$ cat src/rtl/cache_req_pkg.sv
// Shared types for the data-cache request queue: FSM state encoding and the queued request record.
package cache_req_pkg;

    localparam int ADDR_W = 32;
    localparam int DATA_W = 32;

    typedef enum logic [1:0] {IDLE, ISSUE, RESP} state_t;

    typedef struct packed {
        logic              write;
        logic              err;
        logic [ADDR_W-1:0] addr;
        logic [DATA_W-1:0] data;
    } req_t;

    function automatic logic misaligned(input logic [ADDR_W-1:0] a);
        return a[1:0] != 2'b00;
    endfunction

endpackage

$ cat src/rtl/req_fifo.sv
// DEPTH-entry circular buffer of req_t; head_o is the oldest entry, count_o includes it.
module req_fifo
    import cache_req_pkg::*;
#(
    parameter  int DEPTH = 4,
    localparam int PW    = $clog2(DEPTH),
    localparam int CW    = PW + 1
) (
    input  logic          clk_i,
    input  logic          rst_ni,
    input  logic          push_i,
    input  logic          pop_i,
    input  req_t          din_i,
    output req_t          head_o,
    output logic [CW-1:0] count_o
);

    req_t          mem_q [DEPTH];
    logic [PW-1:0] wr_ptr_q, rd_ptr_q;
    logic [CW-1:0] count_q;

    // Pointers are exactly log2(DEPTH) bits, so increment wraps modulo DEPTH.
    always_ff @(posedge clk_i or negedge rst_ni) begin
        if (!rst_ni) begin
            wr_ptr_q <= '0;
            rd_ptr_q <= '0;
            count_q  <= '0;
            for (int i = 0; i < DEPTH; i++) mem_q[i] <= '0;
        end else begin
            if (push_i) begin
                mem_q[wr_ptr_q] <= din_i;
                wr_ptr_q        <= wr_ptr_q + PW'(1);
            end
            if (pop_i) rd_ptr_q <= rd_ptr_q + PW'(1);
            case ({push_i, pop_i})
                2'b10:   count_q <= count_q + CW'(1);
                2'b01:   count_q <= count_q - CW'(1);
                default: count_q <= count_q;
            endcase
        end
    end

    assign head_o  = mem_q[rd_ptr_q];
    assign count_o = count_q;

endmodule

$ cat src/rtl/cache_req_queue.sv
// Front-end of the data cache: queues CPU load/store requests, issues them one at a time
// to the cache, and returns one response per request over a valid/ready handshake.
module cache_req_queue
    import cache_req_pkg::*;
#(
    parameter  int DEPTH = 4,
    localparam int CW    = $clog2(DEPTH) + 1
) (
    input  logic              clk,
    input  logic              reset,
    input  logic              en,
    input  logic              req_valid,
    output logic              req_ready,
    input  logic              req_write,
    input  logic [ADDR_W-1:0] req_addr,
    input  logic [DATA_W-1:0] req_data,
    output logic              resp_valid,
    input  logic              resp_ready,
    output logic              resp_write,
    output logic [DATA_W-1:0] resp_data,
    output logic              resp_err,
    output logic              c_ready,
    output logic              c_write_en,
    output logic [ADDR_W-1:0] c_addr,
    output logic [DATA_W-1:0] c_data,
    input  logic              c_hit,
    input  logic [DATA_W-1:0] c_out,
    output logic [CW-1:0]     count
);

    state_t            state_q;
    req_t              din, head;
    logic [CW-1:0]     fifo_cnt;
    logic              push, pop;
    logic              resp_write_q, resp_err_q;
    logic [DATA_W-1:0] resp_data_q;

    assign din = '{write: req_write, err: misaligned(req_addr), addr: req_addr, data: req_data};

    // Full is judged on the registered count only, so a same-cycle pop never frees a slot.
    assign req_ready = en && reset && (fifo_cnt != CW'(DEPTH));
    assign push      = req_valid && req_ready;
    assign pop       = en && (state_q == RESP) && resp_ready;

    req_fifo #(.DEPTH(DEPTH)) u_fifo (
        .clk_i   (clk),
        .rst_ni  (reset),
        .push_i  (push),
        .pop_i   (pop),
        .din_i   (din),
        .head_o  (head),
        .count_o (fifo_cnt)
    );

    always_ff @(posedge clk or negedge reset) begin
        if (!reset) begin
            state_q      <= IDLE;
            resp_write_q <= 1'b0;
            resp_err_q   <= 1'b0;
            resp_data_q  <= '0;
        end else if (en) begin
            case (state_q)
                // A push this cycle lands at the head, so issue starts the very next cycle.
                IDLE:  if (fifo_cnt != '0 || push) state_q <= ISSUE;
                ISSUE: if (c_hit) begin
                    resp_data_q  <= head.write ? head.data : c_out;
                    resp_write_q <= head.write;
                    resp_err_q   <= head.err;
                    state_q      <= RESP;
                end
                RESP:  if (resp_ready) state_q <= (fifo_cnt > CW'(1) || push) ? ISSUE : IDLE;
                default: state_q <= IDLE;
            endcase
        end
    end

    // Head stays put until the pop in RESP, so the cache port is stable through ISSUE.
    assign c_ready    = (state_q == ISSUE);
    assign c_write_en = c_ready && head.write;
    assign c_addr     = c_ready ? {head.addr[ADDR_W-1:2], 2'b00} : '0;
    assign c_data     = c_ready ? head.data : '0;

    assign resp_valid = (state_q == RESP);
    assign resp_write = resp_write_q;
    assign resp_data  = resp_data_q;
    assign resp_err   = resp_err_q;
    assign count      = fifo_cnt;

endmodule

$ cat config.mk
export PLATFORM = sky130hd
export DESIGN_NAME = cache_req_queue
export DESIGN_NICKNAME = d
export VERILOG_FILES = /design/src/rtl/cache_req_pkg.sv /design/src/rtl/req_fifo.sv /design/src/rtl/cache_req_queue.sv
export SDC_FILE = /design/constraint.sdc
export NUM_CORES = 1
export LEC_CHECK = 0
export ABC_AREA = 0
export CAP_MARGIN = 20
export CELL_PAD_IN_SITES_DETAIL_PLACEMENT = 0
export CELL_PAD_IN_SITES_GLOBAL_PLACEMENT = 2
export CORE_MARGIN = 2
export CORE_UTILIZATION = 40
export CTS_CLUSTER_DIAMETER = 120
export DETAILED_ROUTE_END_ITERATION = 10
export PLACE_DENSITY = 0.94
export SKIP_CTS_REPAIR_TIMING = 1
export SYNTH_ARGS = -nofsm -noshare
export SYNTH_HDL_FRONTEND = slang
export SYNTH_SLANG_ARGS = --single-unit
export TNS_END_PERCENT = 10
$ cat constraint.sdc
create_clock -name clk -period 3.18 [get_ports clk]
set_input_delay 0.636 -clock clk [delete_from_list [all_inputs] [get_ports clk]]
set_output_delay 0.636 -clock clk [all_outputs]
set_load 0.005 [all_outputs]
==> qor.txt <==
status = finished, final reports clean
Via Count = 8028
Post-DP HPWL = 20.2 mm
Sink Count = 299
FMAX = 320 MHz
unrepaired setup endpoints after global routing = true
Post-DP Area = 0.0165 mm²
H-tree depth = 2
P&R area growth vs syn = 25.7%
R2R Path End = u_fifo.mem_q[207]$_DFFE_PN0P_
starting density of the core = 40.7%
Worst R2R Setup Slack = 0.72 ns
period utilisation layout = 98.3%
# nets final = 1211
Reg area = 0.00749 mm²
Synth Register Bits = 299
grt ovf = 0
final worst path period need = 3.13 ns
syn avg cell area = 15.8 µm²
crit end category = output port
max cap viols = 0
type of origin of the critical path = register
Hold/Removal Path Class = in -> async
commonest non-fill, non-tap cell in the layout = dfrtp_1
most frequent cells in the layout = 297 x dfrtp_1, 204 x clkdlybuf4s50_1, 189 x mux2_2, 69 x mux2_4
vias in the first global route = 8872
Filler cells = 2938
Ports = 208
Iter 0 DRT Violations = 322
power density cells = 1000 mW/mm²
drt wl/cell = 19.8 µm
post-synthesis instance area = 0.0141 mm²
CP Launch Point = u_fifo.rd_ptr_q[0]$_DFFE_PN0P_
aggregate routed wire length = 31.3 mm
Req. time, crit path = 2.54 ns
largest net degree at the start of global routing = 156
FP Rows = 68
Mapped Cells = 891
met2 Use GR = 28.6%
deepest clock path buffer count = 3
Final Instance Area = 0.0177 mm²
vias per inst = 5.08
CTS tree = done
area of the multi-input gates = 0.00602 mm²
Die W = 192 µm
Pleak = 7.69 nW
worst r2r src = u_fifo.count_o[0]$_DFFE_PN0P_
Slew Limit Headroom = 34.9%
antenna viol nets, final = 0
Placer Congestion = 0.691
Finished Layout Cells = 1580
gr busiest metal = met2
Setup Viol. Count Final = 0
Crit Path Category = reg -> out
Slew Limit Fails = 0
gr usage total = 17.5%
final core occ = 51.2%
Worst-path clk slew = 0.06 ns
port bufs = 205
Root Buffer Master = clkbuf_16
final hold slack = 0.269 ns
ratio of cells with drive above 1 in the final layout = 36.8%
total core area = 0.0345 mm²
Clock Skew = 0.0121 ns
Cell variety after synth = 36
Total Power = 17.8 mW
worst endpoint data arrival time = 2.49 ns
CTS buffer count = 35
latest clock arrival within the worst-skew pair = 0.50 ns
post-placement cell count = 1515
DRT Pass-1 Iters = 4
GR Layer Usage met3 = 4.00%
synth warn = 0
antenna violations before repair = 1
die height = 192 µm
R2R depth = 6
Max VDD drop = 0.692 mV
final routed DRC violation total = 0
Setup crit end = c_data[1]
met1 Use GR = 23.8%
area of the die = 0.0367 mm²
final hold violation count = 0
global-route wire length before repair = 50.3 mm
slew at the pin with the worst max-slew slack = 0.973 ns
register area share after synthesis = 53.2%
worst-path fanout max = 30
==> layer usage <==
layer / up-vias / part of all wire, %
met5: - / 0
met4: 0 / 1.5
met3: 34 / 5.6
met2: 168 / 48
met1: 4179 / 45
li1: 3647 / -
==> metrics by stage <==
step,setup slack (ns),TNS (ns)
final,0.0541,0
after global routing,-0.0668,-0.321
after CTS,-0.0318,-0.0318
after detailed placement,0.434,0
after global placement,0.459,0
after floorplan,1.10,0
==> area by class of cell <==
cell class	instances	area share [%]
diodes	1	0.0142
multi-input cells	527	34.1
repair buffers	231	13.8
clock inverters	10	0.502
well taps	455	3.22
inverters	5	0.106
flip-flops and latches	299	42.4
clock buffers	52	5.94
==> worst min path at each step <==
stage / from / to / slack [ns] / cells after the start
2_1_floorplan: reset / resp_data[0]$_DFFE_PN0P_ / 0.34 / 0
3_3_place_gp: resp_data[2]$_DFFE_PN0P_ / resp_data[2]$_DFFE_PN0P_ / 0.46 / 2
3_5_place_dp: resp_data[0]$_DFFE_PN0P_ / resp_data[0]$_DFFE_PN0P_ / 0.47 / 2
4_1_cts: reset / u_fifo.mem_q[178]$_DFFE_PN0P_ / -0.05 / 1
5_1_grt: reset / u_fifo.mem_q[63]$_DFFE_PN0P_ / 0.32 / 2
6_report: reset / u_fifo.mem_q[186]$_DFFE_PN0P_ / 0.27 / 2
==> synthesized netlist by cell type, drive strengths merged <==
master | number | area share, %
o21ba | 1 | 0.071
o21bai | 1 | 0.053
conb | 1 | 0.027
xor2 | 2 | 0.12
nand4 | 3 | 0.45
and3 | 1 | 0.045
buf | 43 | 3.4
inv | 5 | 0.13
o21ai | 36 | 1.3
and4 | 1 | 0.080
and2 | 64 | 2.8
o31ai | 1 | 0.053
mux4 | 64 | 10
clkbuf | 18 | 0.49
ha | 9 | 0.80
nor2 | 2 | 0.053
mux2i | 33 | 2.3
xnor2 | 4 | 0.25
nand4b | 1 | 0.062
mux2 | 259 | 23
and4b | 1 | 0.071
dfrtp | 299 | 53
a211oi | 1 | 0.053
nand2 | 37 | 0.99
nor2b | 1 | 0.045
or2 | 1 | 0.045
nand3 | 1 | 0.036
a21boi | 1 | 0.13
==> state kept, by name, indices dropped and copies added (netlist names) <==
signal           cells
u_fifo.mem_q       256
u_fifo.rd_ptr_q      2
u_fifo.count_o       3
u_fifo.wr_ptr_q      2
state_q              2
resp_data           32
resp_write           1
resp_err             1
==> kinds of logic (layout without fill, tap and decap cells) <==
kind of cell               after synthesis  in the layout  share of synthesized area (%)
other                                    1              3                         0.0267
AOI/OAI and AO/OA                       41             41                           1.65
and+or+nand+nor                        113            113                           4.72
xor gates and xnor gates                 6              6                          0.374
DFF                                    299            299                           53.2
buffers and inverters                   66            298                           4.05
muxes                                  356            356                           35.2
adders and majority gates                9              9                          0.801
==> where the power goes <==
group          total, mW  internal, mW  switching, mW
logic               7.17          4.60           2.57
registers           6.65          5.63           1.01
clock network       3.94          2.37           1.57
total               17.8          12.6           5.15
==> worst max-delay path: stages (launching register included) <==
cell and delay [ns]:
dfrtp_4 0.45, buf_12 0.26, mux4_2 0.60, and2_1 0.18, clkdlybuf4s50_1 0.47
Power figures use the tool's default switching activity.
